==> config.mk <==
export PLATFORM = sky130hd
export DESIGN_NAME = fu_cdb_tx
export DESIGN_NICKNAME = d
export VERILOG_FILES = /design/src/rtl/fu_pkg.sv /design/src/rtl/fu_cdb_tx_result_fifo.sv /design/src/rtl/fu_cdb_tx.sv
export SDC_FILE = /design/constraint.sdc
export NUM_CORES = 1
export LEC_CHECK = 0
export ABC_AREA = 1
export BUFFER_PORTS_ARGS = -buffer_cell sky130_fd_sc_hd__clkbuf_2
export CAP_MARGIN = 10
export CORE_MARGIN = 2
export CORE_UTILIZATION = 40
export CTS_CLUSTER_SIZE = 12
export DETAILED_ROUTE_END_ITERATION = 10
export GPL_TIMING_DRIVEN = 0
export REMOVE_ABC_BUFFERS = 1
export SYNTH_ARGS = -nofsm -noshare
export SYNTH_HDL_FRONTEND = slang
export SYNTH_HIERARCHICAL = 1
export SYNTH_SLANG_ARGS = --single-unit
==> constraint.sdc <==
create_clock -name clk -period 10 [get_ports clk]
set_input_delay 2 -clock clk [delete_from_list [all_inputs] [get_ports clk]]
set_output_delay 2 -clock clk [all_outputs]
set_load 0.02 [all_outputs]
==> src/rtl/fu_pkg.sv <==
// Shared types and constants for the integer execute unit and its CDB transmitter.
package fu_pkg;

   localparam int ROBEN_W  = 5;
   localparam int DATA_W   = 32;
   localparam int OPCODE_W = 12;
   localparam int RSID_W   = 5;
   localparam int ALUOP_W  = 4;

   // ALU operation encodings; codes 12..15 are unused and produce 0.
   typedef enum logic [ALUOP_W-1:0] {
      ALU_ADD  = 4'd0,
      ALU_SUB  = 4'd1,
      ALU_AND  = 4'd2,
      ALU_OR   = 4'd3,
      ALU_XOR  = 4'd4,
      ALU_NOR  = 4'd5,
      ALU_SLL  = 4'd6,
      ALU_SRL  = 4'd7,
      ALU_SRA  = 4'd8,
      ALU_SLT  = 4'd9,
      ALU_SLTU = 4'd10,
      ALU_LUI  = 4'd11
   } aluop_e;

   // One CDB broadcast: destination ROB entry plus result value.
   typedef struct packed {
      logic [ROBEN_W-1:0] roben;
      logic [DATA_W-1:0]  val;
   } cdb_pkt_t;

   // R-type ops carry op6 == 0 and take operand B from val2 instead of the immediate.
   function automatic logic is_rtype(input logic [OPCODE_W-1:0] opcode);
      return (opcode[11:6] == 6'd0);
   endfunction

endpackage

==> src/rtl/fu_cdb_tx_result_fifo.sv <==
// In-order result buffer between the execute pipeline and the CDB port.
// Head entry is presented straight from storage; it reads as zero when empty.
module result_fifo
   import fu_pkg::*;
#(
   parameter int DEPTH = 4
) (
   input  logic                       clk,
   input  logic                       rst,
   input  logic                       flush,
   input  logic                       push,
   input  cdb_pkt_t                   push_data,
   input  logic                       pop,
   output cdb_pkt_t                   head_data,
   output logic                       head_valid,
   output logic [$clog2(DEPTH+1)-1:0] count
);

   localparam int PTR_W = (DEPTH > 1) ? $clog2(DEPTH) : 1;
   localparam int CNT_W = $clog2(DEPTH + 1);

   cdb_pkt_t            mem_r [DEPTH];
   logic [PTR_W-1:0]    wr_ptr_r;
   logic [PTR_W-1:0]    rd_ptr_r;
   logic [CNT_W-1:0]    count_r;
   logic                pop_s;
   logic                push_s;

   // A flush cancels both sides; a push into a full buffer is only legal alongside a pop.
   assign pop_s  = pop && !flush && (count_r != {CNT_W{1'b0}});
   assign push_s = push && !flush && ((count_r != CNT_W'(DEPTH)) || pop_s);

   // Pointer and occupancy bookkeeping; pointers wrap naturally since DEPTH is a power of two.
   always_ff @(posedge clk or posedge rst) begin
      if (rst) begin
         wr_ptr_r <= {PTR_W{1'b0}};
         rd_ptr_r <= {PTR_W{1'b0}};
         count_r  <= {CNT_W{1'b0}};
      end else if (flush) begin
         wr_ptr_r <= {PTR_W{1'b0}};
         rd_ptr_r <= {PTR_W{1'b0}};
         count_r  <= {CNT_W{1'b0}};
      end else begin
         if (push_s) begin
            wr_ptr_r <= wr_ptr_r + PTR_W'(1);
         end
         if (pop_s) begin
            rd_ptr_r <= rd_ptr_r + PTR_W'(1);
         end
         case ({push_s, pop_s})
            2'b10:   count_r <= count_r + CNT_W'(1);
            2'b01:   count_r <= count_r - CNT_W'(1);
            default: count_r <= count_r;
         endcase
      end
   end

   // Entry storage; cleared on reset so the head never exposes stale data.
   always_ff @(posedge clk or posedge rst) begin
      if (rst) begin
         for (int i = 0; i < DEPTH; i++) begin
            mem_r[i] <= '0;
         end
      end else if (push_s) begin
         mem_r[wr_ptr_r] <= push_data;
      end
   end

   assign head_valid = (count_r != {CNT_W{1'b0}});
   assign head_data  = head_valid ? mem_r[rd_ptr_r] : '0;
   assign count      = count_r;

endmodule

==> src/rtl/fu_cdb_tx.sv <==
// Integer execute unit: fixed-latency ALU pipeline feeding a result FIFO that
// broadcasts {ROBEN, value} on one CDB port under request/grant.
// Credits (in-flight + buffered < DEPTH) make FIFO overflow impossible.
module fu_cdb_tx
   import fu_pkg::*;
#(
   parameter int LAT   = 2,
   parameter int DEPTH = 4
) (
   input  logic                clk,
   input  logic                rst,
   input  logic                flush,
   input  logic [RSID_W-1:0]   iss_rs_id,
   input  logic [ROBEN_W-1:0]  iss_roben,
   input  logic [OPCODE_W-1:0] iss_opcode,
   input  logic [ALUOP_W-1:0]  iss_aluop,
   input  logic [DATA_W-1:0]   iss_val1,
   input  logic [DATA_W-1:0]   iss_val2,
   input  logic [DATA_W-1:0]   iss_imm,
   output logic                fu_is_free,
   output logic                cdb_req,
   input  logic                cdb_grant,
   output logic [ROBEN_W-1:0]  cdb_roben,
   output logic [DATA_W-1:0]   cdb_val,
   output logic [3:0]          busy_cnt
);

   localparam int CNT_W = $clog2(DEPTH + 1);

   // Whole ALU datapath; shifts use only the low five bits of B.
   function automatic logic [DATA_W-1:0] alu_exec(input logic [ALUOP_W-1:0] op,
                                                  input logic [DATA_W-1:0]  a,
                                                  input logic [DATA_W-1:0]  b);
      logic [DATA_W-1:0] r;
      case (op)
         ALU_ADD:  r = a + b;
         ALU_SUB:  r = a - b;
         ALU_AND:  r = a & b;
         ALU_OR:   r = a | b;
         ALU_XOR:  r = a ^ b;
         ALU_NOR:  r = ~(a | b);
         ALU_SLL:  r = a << b[4:0];
         ALU_SRL:  r = a >> b[4:0];
         ALU_SRA:  r = DATA_W'($signed(a) >>> b[4:0]);
         ALU_SLT:  r = ($signed(a) < $signed(b)) ? 32'd1 : 32'd0;
         ALU_SLTU: r = (a < b) ? 32'd1 : 32'd0;
         ALU_LUI:  r = {b[15:0], 16'd0};
         default:  r = 32'd0;
      endcase
      return r;
   endfunction

   logic              issue_s;
   logic [DATA_W-1:0] opb_s;
   logic [DATA_W-1:0] alu_res_s;
   logic [LAT-1:0]    stg_valid_r;
   cdb_pkt_t          stg_data_r [LAT];
   logic              fifo_push_s;
   logic              fifo_pop_s;
   cdb_pkt_t          head_s;
   logic              head_valid_s;
   logic [CNT_W-1:0]  fifo_cnt_s;
   logic [3:0]        infl_s;
   logic [3:0]        busy_s;

   assign issue_s   = (iss_rs_id != 5'd0) && fu_is_free;
   assign opb_s     = is_rtype(iss_opcode) ? iss_val2 : iss_imm;
   assign alu_res_s = alu_exec(iss_aluop, iss_val1, opb_s);

   // Execute pipeline: stage 0 captures the ALU result, later stages only delay it.
   always_ff @(posedge clk or posedge rst) begin
      if (rst) begin
         stg_valid_r <= {LAT{1'b0}};
         for (int i = 0; i < LAT; i++) begin
            stg_data_r[i] <= '0;
         end
      end else if (flush) begin
         stg_valid_r <= {LAT{1'b0}};
      end else begin
         stg_valid_r[0]      <= issue_s;
         stg_data_r[0].roben <= iss_roben;
         stg_data_r[0].val   <= alu_res_s;
         for (int i = 1; i < LAT; i++) begin
            stg_valid_r[i] <= stg_valid_r[i-1];
            stg_data_r[i]  <= stg_data_r[i-1];
         end
      end
   end

   assign fifo_push_s = stg_valid_r[LAT-1] && !flush;
   assign fifo_pop_s  = cdb_req && cdb_grant && !flush;

   result_fifo #(.DEPTH(DEPTH)) u_fifo (
      .clk        (clk),
      .rst        (rst),
      .flush      (flush),
      .push       (fifo_push_s),
      .push_data  (stg_data_r[LAT-1]),
      .pop        (fifo_pop_s),
      .head_data  (head_s),
      .head_valid (head_valid_s),
      .count      (fifo_cnt_s)
   );

   // Count ops still travelling through the execute stages.
   always_comb begin
      infl_s = 4'd0;
      for (int i = 0; i < LAT; i++) begin
         infl_s = infl_s + {3'd0, stg_valid_r[i]};
      end
   end

   assign busy_s     = infl_s + 4'(fifo_cnt_s);
   assign busy_cnt   = busy_s;
   assign fu_is_free = (busy_s < 4'(DEPTH));
   assign cdb_req    = head_valid_s;
   assign cdb_roben  = head_s.roben;
   assign cdb_val    = head_s.val;

endmodule

==> metrics.yaml <==
outcome:
  status: "finished clean"
route:
  drc_errors: 0
  drtIter0Drc: 2255
  ant_nets: 0
  drt_pass1_iterations: 6
  viasPerCell: 5.51
  vias: 21684
  totalWireLength_mm: 76.3
  post_drt_wl_per_cell_microns: 19.4
cts:
  htree_levels: 1
  cts_tree: "done"
  cts_buffers: 23
  clockRootBuffer: "clkbuf_16"
  cts.sinks: 231
  cts_buffer_depth: 3
  clk_transition_reported_paths_ns: 0.06
  cts_setup_buffers: 0
  clock_latency_ns: 0.51
  ctsResizeCount: 0
  postCtsHoldBufs: 0
yosys:
  yosysTopAreaCell: "dfrtp_1"
  ys_ff_latch: 231
  ys_seq_area_share_pct: 28.0
  syn_area_per_cell_sq_um: 6.41
  ys_warn_count: 6
  synth_top_area_share_pct: 28.0
  netlist_top_cells_count: "937 x nand2_1, 352 x nand3_1, 323 x nor2_1"
  synth_enable_flop_cells: 0
  synth.most_common_cell: "nand2_1"
  synth_area_leaders: "dfrtp_1 28%, nand2_1 17%, nand3_1 8.5%, ha_1 6.1%, nor2_1 5.9%"
  synth.distinct_cells: 52
  syn_inst: 3220
  syn_area_sq_mm: 0.0206
  synth-main-ff-cell: "dfrtp_1"
  synthArstFlopShare_pct: 100
global_routing:
  grt_antenna_before_repair: 0
  grtUsageTotal_pct: 28.2
  grt_max_degree: 84
  grt_pass1_wl_mm: 117
  grt_pass1_vias: 19851
  overflow: 0
final_layout:
  final_util_pct: 43.7
  final_area_sq_mm: 0.0224
  finalNonFillerCells: 3935
  areaGrowthSynthToFinish_pct: 8.44
  n_antenna_cell: 0
  area.sequential_sq_mm: 0.00579
  multi_input_area_sq_mm: 0.0127
  layout-drive-gt1-share_pct: 11.7
  nNetsFinal: 3480
  fill_cells: 5631
worst_hold_path:
  whs_path_depth: 2
  hp-class: "reg -> reg"
timing:
  setup_viol: 0
  hold_violations: 0
  fin_skew_ns: 0.0126
  period_share_pct: 64.7
  finalSetupTns_ns: 0
  period_minus_slack_ns: 6.47
  worstMarginPinSlew_ns: 1.32
  fmax_mhz: 155
  max-slew-margin-rel_pct: 10.9
  grt_setup_unrepaired: "false"
  slew_violations: 0
  fin_ws_ns: 3.53
  hold_ws_ns: 0.454
placement:
  gp_congestion: 1.02
  numPortBuffers: 162
  dpl.cell_count: 3903
  pre_cts_ws_ns: 2.90
  dpl.hpwl_mm: 57.6
  placed_area_sq_mm: 0.0217
die:
  die-area_sq_mm: 0.0534
  ios: 169
  initial_utilization_pct: 40.3
  die_w_microns: 231
  die_h_microns: 231
  core_area_sq_mm: 0.0512
  rows: 83
power:
  total_power_mw: 2.76
  p_per_area_mw_per_mm2: 123
  p_leak_nw: 11.2
  max-vdd-ir-drop_uv: 104
worst_setup_path:
  arrival_ns: 6.86
  cp-start-kind: "primary input"
  crit_required_ns: 10.39
  cp-end-kind: "flip-flop"
  critical_path_class: "in -> reg"
  crit_path_max_fanout: 60
  rr_worst_depth: 12
flow_run:
  max_cap_viol_count: 0
## state kept, by name, summed over array words and instances, names as in the netlist
name,count
stg_data_r,74
stg_valid_r,2
u_fifo/count,3
u_fifo/mem_r,148
u_fifo/rd_ptr_r,2
u_fifo/wr_ptr_r,2
## placed cells by master (no fill, tap or decap), types with 8 or more instances in the layout
| master | instances |
|---|---|
| nand2_2 | 11 |
| nand4_1 | 27 |
| nand3_1 | 352 |
| inv_2 | 14 |
| inv_1 | 313 |
| clkbuf_16 | 23 |
| nand3b_1 | 9 |
| o21ai_0 | 215 |
| o211ai_1 | 35 |
| ha_1 | 101 |
| clkbuf_2 | 161 |
| o21a_1 | 12 |
| buf_16 | 8 |
| o21ai_2 | 121 |
| dfrtp_1 | 229 |
| nor2_1 | 319 |
| nor3_1 | 18 |
| nand2_1 | 937 |
| a221oi_1 | 28 |
| a21oi_1 | 167 |
| o21ai_1 | 55 |
## final timing paths
| check | end | startpoint | slack, ns |
|---|---|---|---|
| max | stg_data_r[67] | iss_opcode[11] | 3.53 |
| min in group asynchronous | stg_data_r[62] | rst | 1.52 |
| max reg2reg | u_fifo/mem_r[106] | u_fifo/count[2] | 7.55 |
| min reg2reg | stg_data_r[24] | stg_data_r[61] | 0.45 |
| max in group asynchronous | u_fifo/mem_r[143] | rst | 7.61 |
| min | stg_data_r[24] | stg_data_r[61] | 0.45 |
## report_power, final
part	internal [mW]	leakage, nW	switching (mW)
clock	0.420	0.300	0.334
combinational	0.273	7.81	0.648
sequential	1.03	3.11	0.0535
## logic make-up (layout without fill, tap and decap cells)
| kind of cell | Yosys count | in the layout | synth area share [%] |
|---|---|---|---|
| flops | 231 | 231 | 28.0 |
| simple gates | 1706 | 1706 | 34.7 |
| compound gates | 666 | 666 | 19.8 |
| buf+inv | 505 | 540 | 10.7 |
| xor+xnor | 8 | 8 | 0.339 |
| fa+ha+maj | 104 | 104 | 6.41 |
## per-layer routing
metal	wire (microns)	GRT usage [%]	up-vias
met3	5490	2.81	166
met4	4100	13.4	0
met2	33300	44.1	923
li1	-	-	10618
met5	0	0	-
met1	33400	38.9	9977
## worst max-delay path: stages
cell	delay, ns
clkbuf_2	0.10
nor2_4	0.20
nand3_4	0.54
o21ai_0	0.88
ha_1	0.43
nand2_1	0.12
inv_1	0.14
nand2_1	0.10
nor3_1	0.63
nand4_1	0.31
nand3_1	0.30
nand2_1	0.08
nand2_1	0.10
nand3_1	0.08
nand2_1	0.10
nand2_1	0.06
nand2_1	0.07
nor2_1	0.04
nor2_1	0.25
nand2_1	0.15
nand2_1	0.08
nand2_1	0.05
## area by class of cell
class | instances | area share, %
Clock buffer | 29 | 2.72
Clock inverter | 1 | 0.0224
Inverter | 332 | 5.62
Multi-Input combinational cell | 2484 | 56.7
Sequential cell | 231 | 25.8
Tap cell | 680 | 3.80
Timing Repair Buffer | 178 | 5.29
(Power assumes the default switching activity.)
